### src/rtl/cpu_pkg.sv
// Shared CPU pipeline constants and the skid-buffer occupancy encoding.
// Used by pipe_skid_buf and ifid_pipe_reg.
package cpu_pkg;

    localparam int unsigned ADDR_W_DEF   = 32;
    localparam int unsigned INST_W_DEF   = 32;
    localparam logic [31:0] RESET_PC_DEF = 32'h0000_3000;
    localparam logic [31:0] NOP_INST_DEF = 32'h0000_0000;

    // Encoding mirrors {skid_valid, main_valid}; 2'b10 is unreachable.
    typedef enum logic [1:0] {
        StEmpty = 2'b00,
        StOne   = 2'b01,
        StFull  = 2'b11
    } skid_state_e;

    function automatic logic state_has_main(input skid_state_e st);
        return st[0];
    endfunction

    function automatic logic state_has_skid(input skid_state_e st);
        return st[1];
    endfunction

endpackage

### src/rtl/pipe_skid_buf.sv
// Two-entry skid buffer with valid/ready handshake and synchronous flush.
// in_ready depends only on the occupancy flops, never on out_ready.
module pipe_skid_buf
    import cpu_pkg::*;
#(
    parameter int unsigned       WIDTH      = 96,
    parameter logic [WIDTH-1:0]  RESET_VAL  = '0,
    parameter logic [WIDTH-1:0]  FLUSH_MASK = '0,
    parameter logic [WIDTH-1:0]  FLUSH_VAL  = '0
) (
    input  logic             clk,
    input  logic             rst_n,
    input  logic             flush,
    input  logic             in_valid,
    output logic             in_ready,
    input  logic [WIDTH-1:0] in_data,
    output logic             out_valid,
    input  logic             out_ready,
    output logic [WIDTH-1:0] out_data
);

    skid_state_e      state_q, state_d;
    logic [WIDTH-1:0] main_q, main_d;
    logic [WIDTH-1:0] skid_q, skid_d;
    logic             accept;
    logic             consume;

    assign accept  = in_valid && in_ready;
    assign consume = out_valid && out_ready;

    always_ff @(posedge clk or negedge rst_n) begin
        if (!rst_n) begin
            state_q <= StEmpty;
        end else begin
            state_q <= state_d;
        end
    end

    always_comb begin
        state_d = state_q;
        if (flush) begin
            state_d = StEmpty;
        end else begin
            unique case (state_q)
                StEmpty: if (accept) state_d = StOne;
                StOne: begin
                    if (accept && !consume) begin
                        state_d = StFull;
                    end else if (!accept && consume) begin
                        state_d = StEmpty;
                    end
                end
                StFull:  if (consume) state_d = StOne;
                default: state_d = StEmpty;
            endcase
        end
    end

    always_comb begin
        in_ready  = !state_has_skid(state_q);
        out_valid = state_has_main(state_q);
    end

    // A flush only rewrites the fields selected by FLUSH_MASK; the rest hold.
    always_comb begin
        main_d = main_q;
        skid_d = skid_q;
        if (flush) begin
            main_d = (main_q & ~FLUSH_MASK) | (FLUSH_VAL & FLUSH_MASK);
        end else if (state_q == StFull) begin
            if (consume) main_d = skid_q;
        end else if (accept) begin
            if (consume || (state_q == StEmpty)) begin
                main_d = in_data;
            end else begin
                skid_d = in_data;
            end
        end
    end

    always_ff @(posedge clk or negedge rst_n) begin
        if (!rst_n) begin
            main_q <= RESET_VAL;
            skid_q <= RESET_VAL;
        end else begin
            main_q <= main_d;
            skid_q <= skid_d;
        end
    end

    assign out_data = main_q;

endmodule

### src/rtl/ifid_pipe_reg.sv
// IF/ID pipeline register built on pipe_skid_buf; flush clears inst to NOP, pcs hold.
// Optional stall counter port stall_cnt is enabled by defining IFID_PERF_CNT_EN.
module ifid_pipe_reg
    import cpu_pkg::*;
#(
    parameter int unsigned        ADDR_W   = ADDR_W_DEF,
    parameter int unsigned        INST_W   = INST_W_DEF,
    parameter logic [ADDR_W-1:0]  RESET_PC = ADDR_W'(RESET_PC_DEF),
    parameter logic [INST_W-1:0]  NOP_INST = INST_W'(NOP_INST_DEF)
) (
    input  logic              clk,
    input  logic              rst_n,
    input  logic              flush,
    input  logic              if_valid,
    output logic              if_ready,
    input  logic [ADDR_W-1:0] if_pc,
    input  logic [ADDR_W-1:0] if_pc_plus_4,
    input  logic [INST_W-1:0] if_inst,
    output logic              id_valid,
    input  logic              id_ready,
    output logic [ADDR_W-1:0] id_pc,
    output logic [ADDR_W-1:0] id_pc_plus_4,
    output logic [INST_W-1:0] id_inst
`ifdef IFID_PERF_CNT_EN
    ,
    output logic [31:0]       stall_cnt
`endif
);

    localparam int unsigned         BUS_W      = 2 * ADDR_W + INST_W;
    localparam logic [BUS_W-1:0]    RESET_BUS  = {RESET_PC, RESET_PC, NOP_INST};
    localparam logic [BUS_W-1:0]    FLUSH_MASK = {{(2 * ADDR_W){1'b0}}, {INST_W{1'b1}}};
    localparam logic [BUS_W-1:0]    FLUSH_BUS  = {{(2 * ADDR_W){1'b0}}, NOP_INST};

    logic [BUS_W-1:0] in_bus;
    logic [BUS_W-1:0] out_bus;

    assign in_bus = {if_pc, if_pc_plus_4, if_inst};

    pipe_skid_buf #(
        .WIDTH      (BUS_W),
        .RESET_VAL  (RESET_BUS),
        .FLUSH_MASK (FLUSH_MASK),
        .FLUSH_VAL  (FLUSH_BUS)
    ) u_skid (
        .clk       (clk),
        .rst_n     (rst_n),
        .flush     (flush),
        .in_valid  (if_valid),
        .in_ready  (if_ready),
        .in_data   (in_bus),
        .out_valid (id_valid),
        .out_ready (id_ready),
        .out_data  (out_bus)
    );

    assign id_pc        = out_bus[BUS_W-1 -: ADDR_W];
    assign id_pc_plus_4 = out_bus[INST_W +: ADDR_W];
    assign id_inst      = out_bus[INST_W-1:0];

`ifdef IFID_PERF_CNT_EN
    logic [31:0] stall_cnt_q;

    // Saturating; deliberately survives flush so stalls across redirects accumulate.
    always_ff @(posedge clk or negedge rst_n) begin
        if (!rst_n) begin
            stall_cnt_q <= 32'd0;
        end else if (id_valid && !id_ready && (stall_cnt_q != 32'hFFFF_FFFF)) begin
            stall_cnt_q <= stall_cnt_q + 32'd1;
        end
    end

    assign stall_cnt = stall_cnt_q;
`endif

endmodule

### config.mk
export PLATFORM = sky130hd
export DESIGN_NAME = ifid_pipe_reg
export DESIGN_NICKNAME = d
export VERILOG_FILES = /design/src/rtl/cpu_pkg.sv /design/src/rtl/pipe_skid_buf.sv /design/src/rtl/ifid_pipe_reg.sv
export SDC_FILE = /design/constraint.sdc
export NUM_CORES = 1
export LEC_CHECK = 0
export CELL_PAD_IN_SITES_DETAIL_PLACEMENT = 2
export CELL_PAD_IN_SITES_GLOBAL_PLACEMENT = 2
export CORE_ASPECT_RATIO = 0.9
export CORE_MARGIN = 2
export CORE_UTILIZATION = 37
export CTS_CLUSTER_SIZE = 24
export DETAILED_ROUTE_END_ITERATION = 10
export PLACE_DENSITY_LB_ADDON = 0.1
export SLEW_MARGIN = 5
export SYNTH_ARGS = -nofsm -noshare
export SYNTH_HDL_FRONTEND = slang
export SYNTH_SLANG_ARGS = --single-unit
export TNS_END_PERCENT = 10
### constraint.sdc
create_clock -name clk -period 4.6 [get_ports clk]
set_clock_uncertainty 0.05 [all_clocks]
set_input_delay 0.69 -clock clk [delete_from_list [all_inputs] [get_ports clk]]
set_output_delay 0.69 -clock clk [all_outputs]
set_load 0.1 [all_outputs]
==> impl_metrics.toml <==
[sta]
fin_tns_setup_ns = 0
rsz0062_at_grt = "no"
fin_crit_sh_pct = 69.6
tightest_slew_ns = 1.14
clock.fmax_mhz = 312
hold-worst-slack_ns = 0.265
final_hold_viol_count = 0
min_period_ns = 3.20
slew_viol_final = 0
max_slew_margin_pct = 23.6
setup_violations = 0

[place]
port_buffers = 198
place_congestion = 0.732
hpwl_um = 16100

[global_route]
grt_max_degree = 108
antenna_found_initial = 2
grt_pass1_wl_um = 39400
grt_pass1_vias = 6853
grt_usage_pct = 20.1
grt-ovfl-total = 0

[synthesis]
synth_edf_count = 0
netlist_area_sq_um = 8830
synth_top_flop_cell = "dfrtp_1"
ys_ff_latch = 194
avgSynthCellArea_sq_um = 14.2
yosysTopAreaCell = "dfrtp_1"
yosysSeqAreaShare_pct = 55.1
yosys-top-cells-area = "dfrtp_1 53%, mux2_2 30%, a221oi_1 3.2%, a211oi_1 2.7%, mux2_1 2.6%"
synthCells = 623
synth.top_cell.area_share_pct = 52.7
synth_cell_type_count = 25
yosysWarningCount = 0
synthArstFlopShare_pct = 100
syn-num-nets = 730

[floorplanning]
dieArea_sq_um = 25100
die_w_um = 167
die-height_um = 151
ios = 199
start_util_pct = 37.7
core_area_sq_um = 23400
rows = 53

[routing]
wl_per_cell_um = 21.9
wl_um = 24600
vias = 5908
drt_pre_antenna_iters = 4
ant_nets = 0
dr.first_iter.drc_count = 246
drc = 0
via_per_inst = 5.28

[finish]
final_common_cell = "mux2_2"
nets = 909
layout-drive-gt1-share_pct = 35.7
area_growth_syn_to_layout_pct = 33.0
fill_cells = 2201
layout_common_cells = "236 x mux2_2, 197 x clkdlybuf4s50_1, 186 x dfrtp_1"

[worst_setup_path]
cp.required_ns = 4.88
slowest_delay_ns = 0.73
critical_path_class = "register to register"
end_kind = "register"
startpoint_type = "register"
worstPathCellList = "ha_4, inv_1, a22o_1, buf_4, a211oi_1"
crit_path_top_delay_cell = "inv_1"
worst-endpoint-arrival_ns = 3.48
crit_fanout = 47

[clock_network]
ctsHoldBuffers = 0
root_buffer = "clkbuf_16"
insertion_delay_ns = 0.44
cts_resized = 0
cts_setup_buffers = 0
clock_path_buffers = 2
h-tree-depth = 4
cts_tree = "built"
numCtsBuffers = 17
clk_pin_slew_ns = 0.08
cts.sinks = 194

[worst_hold_path]
worstHoldPathType = "primary input to asynchronous set/reset pin"

[flow_run]
max_cap_violations = 0

[status]
status = "completed"
==> worst max-delay path, delay by kind of cell (launching register included) <==
family                   cells  cell delay (ns)
AO/OA/AOI/OAI                2             0.78
adder cells (fa/ha/maj)      1             0.69
buffers and inverters        2             1.00
flip-flops                   1             0.57
==> cell families after synthesis <==
logic type	share of synthesized area, %
multiplexers	32.8
adder cells (fa/ha/maj)	0.850
flip-flops	55.1
AO/OA/AOI/OAI	6.86
AND/OR/NAND/NOR	0.539
buffers and inverters	3.87
==> state kept, by name (all words and copies together) (netlist names) <==
| register | count |
|---|---|
| u_skid.skid_q | 96 |
| u_skid.out_data | 96 |
| u_skid.state_q | 2 |
==> metal layers <==
layer	GRT usage, %	vias to the layer above	share of wire (%)
li1	-	2626	-
met5	0	-	0
met1	24.0	3118	41
met2	36.6	144	53
met4	5.95	0	1.2
met3	4.52	20	4.5
==> per-stage QoR <==
| stage | utilization, % | area [sq um] | worst slack, ns | cells |
|---|---|---|---|---|
| after floorplan | - | 8830 | 1.73 | 623 |
| after global placement | 47.5 | 11100 | 1.33 | 1085 |
| after detailed placement | 47.5 | 11100 | 1.18 | 1085 |
| after CTS | 50.1 | 11700 | 1.36 | 1117 |
| after global routing | 50.1 | 11700 | 1.21 | 1118 |
| final | 50.2 | 11700 | 1.40 | 1119 |
==> cell type report <==
cell class	count	area, sq um	share of cell area (%)
clock buffers	18	439	3.74
well taps	302	378	3.22
repair buffers	208	2100	17.9
flip-flops and latches	194	4860	41.4
diodes	2	5.00	0.0426
inverters	37	139	1.18
clock inverters	14	170	1.45
multi-input cells	344	3650	31.1
==> cell usage after synthesis, types with 2 or more instances <==
cell type / count
a211oi_1: 32
a221oi_1: 32
buf_1: 5
buf_2: 18
clkbuf_1: 25
dfrtp_1: 186
dfstp_2: 8
ha_1: 6
inv_1: 37
mux2_1: 20
mux2_2: 236
nand2_1: 2
nand2b_1: 3
nor3_1: 2
==> final timing paths <==
path	slack, ns	start	depth (start not counted)	end
hold / removal	0.26	rst_n	1	u_skid.out_data[23]
setup reg to reg	1.40	u_skid.state_q[0]	5	u_skid.out_data[26]
min in group clk	0.44	u_skid.out_data[40]	1	u_skid.out_data[40]
max in group asynchronous	3.21	rst_n	2	u_skid.skid_q[45]
setup / recovery	1.40	u_skid.state_q[0]	5	u_skid.out_data[26]
hold reg to reg	0.44	u_skid.out_data[40]	1	u_skid.out_data[40]
Power is left out: the tool's default activity adds up to more than one toggle a clock period on the data nets, which glitch-free logic cannot reach.
==> RTL change: new RTL, same flow settings <==
Build with the macro `IFID_PERF_CNT_EN` defined.
--- a/src/rtl/ifid_pipe_reg.sv
+++ b/src/rtl/ifid_pipe_reg.sv
@@ -2,2 +2,4 @@
 // Optional stall counter port stall_cnt is enabled by defining IFID_PERF_CNT_EN.
+`define IFID_PERF_CNT_EN
+
 module ifid_pipe_reg
Formal check against the unedited RTL (old outputs only; new: stall_cnt): same outputs for any inputs over 4 cycles, from zero or initial values and one cycle with rst_n low; that may be too few to reach the edited logic, so the function may still have changed.
==> RTL change against the original RTL <==
Final area grew 15%. Wire length is 15% higher. Worst setup slack better by 0.12 ns. Area after synthesis grew 11%. Sequential cell count increased by 32. Count of clock-buffer cells in the layout rose by 19.
==> RTL change: results (changes against the original RTL) <==
Max transition margin=27.82% (+4.2 points); clk buf depth=3 (+1); Hold Crit Class=in -> async; TritonCTS Buffers=27 (+10); global-route wire length before repair=44.86 mm (+14%); crit-path max FO=6 (-87%); CTS H-tree lvls=1 (-3); Clk Latency, worst-skew pair=0.53 ns (+0.09 ns); peak supply drop=between 400 and 500 uV; largest net degree at the start of global routing=102 (-5.6%); CTS resizes=0 (unchanged); sequential area share after synthesis=58.01% (+2.9 points); Commonest cells post-synth=dfrtp_1 (218), mux2_2 (97), mux2i_1 (97); Synth Area in XOR/XNOR=2.601% (+2.6 points); initial antenna violation count=4 (+2); Netlist cell types=39 (+56%); total wire length=28.32 mm (+15%); critical path data arrival time=2.34 ns (-1.14 ns); GRT Overall Usage=20.51% (+0.37 points); synth warn=0 (unchanged); gpl congestion=0.7225 (-1.3%); Compound-Gate Fraction of Synth Area=6.700% (-0.16 points); Worst-path clk slew=0.06 ns (-0.02 ns); NumNets Final=1,124 (+24%); vias in the first global route=8,023 (+17%); status=complete, no violations; Post-Synth Adder-Cell Area=0.8967% (+0.046 points); largest cells by area after synthesis=dfrtp_1 (56%), mux2_2 (11%), mux2i_1 (9.9%), a21oi_1 (3.4%), nor2_1 (2.9%); Vias/cell=5.106 (-3.3%); fraction of layout cells with a size suffix above 1=16.81% (-19 points); multiplexer area fraction after synthesis=21.12% (-12 points); Syn Nets=899 (+23%); port buffer count=230 (+16%); # DRC=0 (unchanged); starting DRC count in detailed routing=307 (+25%); fillcell total=2,482 (+13%); dpl ws=1.435 ns (+0.2521 ns); DP Wirelength=18.24 mm (+13%)
==> RTL change: per-stage QoR <==
step / power [W] / cells / area, um2
final: 0.01048 / 1386 / 13460
after global routing: 0.01095 / 1386 / 13460
after CTS: 0.01061 / 1383 / 13450
after detailed placement: 0.008246 / 1335 / 12510
after global placement: 0.008091 / 1335 / 12510
after floorplan: 0.006895 / 791 / 9767
==> RTL change: final timing paths <==
check / startpoint / to / slack (ns) / depth (start not counted)
min in group clk: u_skid.out_data[23] / u_skid.out_data[23] / 0.42 / 2
max in group asynchronous: rst_n / u_skid.skid_q[77] / 3.36 / 2
min reg2reg: u_skid.out_data[23] / u_skid.out_data[23] / 0.42 / 2
max: u_skid.state_q[1] / if_ready / 1.52 / 2
min: rst_n / stall_cnt[3] / 0.11 / 1
max reg2reg: u_skid.state_q[0] / u_skid.skid_q[29] / 1.86 / 6
==> RTL change: report_power, final <==
group | total [W] | internal, W | switching (W)
Clock | 0.00226 | 0.00142 | 0.000844
Combinational | 0.00494 | 0.00135 | 0.00359
Sequential | 0.00328 | 0.00281 | 0.000475
==> RTL change: critical path, stage by stage, from the launching register on <==
cell,delay (ns)
dfrtp_1,0.47
inv_1,0.15
clkdlybuf4s50_1,1.18
==> RTL change: routing by layer <==
| metal | track usage, % | up-vias | part of all wire [%] |
|---|---|---|---|
| li1 | - | 3244 | - |
| met1 | 26.41 | 3643 | 44 |
| met2 | 35.00 | 154 | 50 |
| met3 | 4.419 | 36 | 4.8 |
| met4 | 5.754 | 0 | 2.0 |
| met5 | 0 | - | 0 |
==> RTL change: cell type report <==
cell class	count	area share [%]
Antenna cell	3	0.05579
Clock buffer	37	5.597
Clock inverter	11	1.358
Inverter	4	0.1116
Multi-Input combinational cell	514	29.30
Sequential cell	226	42.10
Tap cell	348	3.236
Timing Repair Buffer	243	18.24
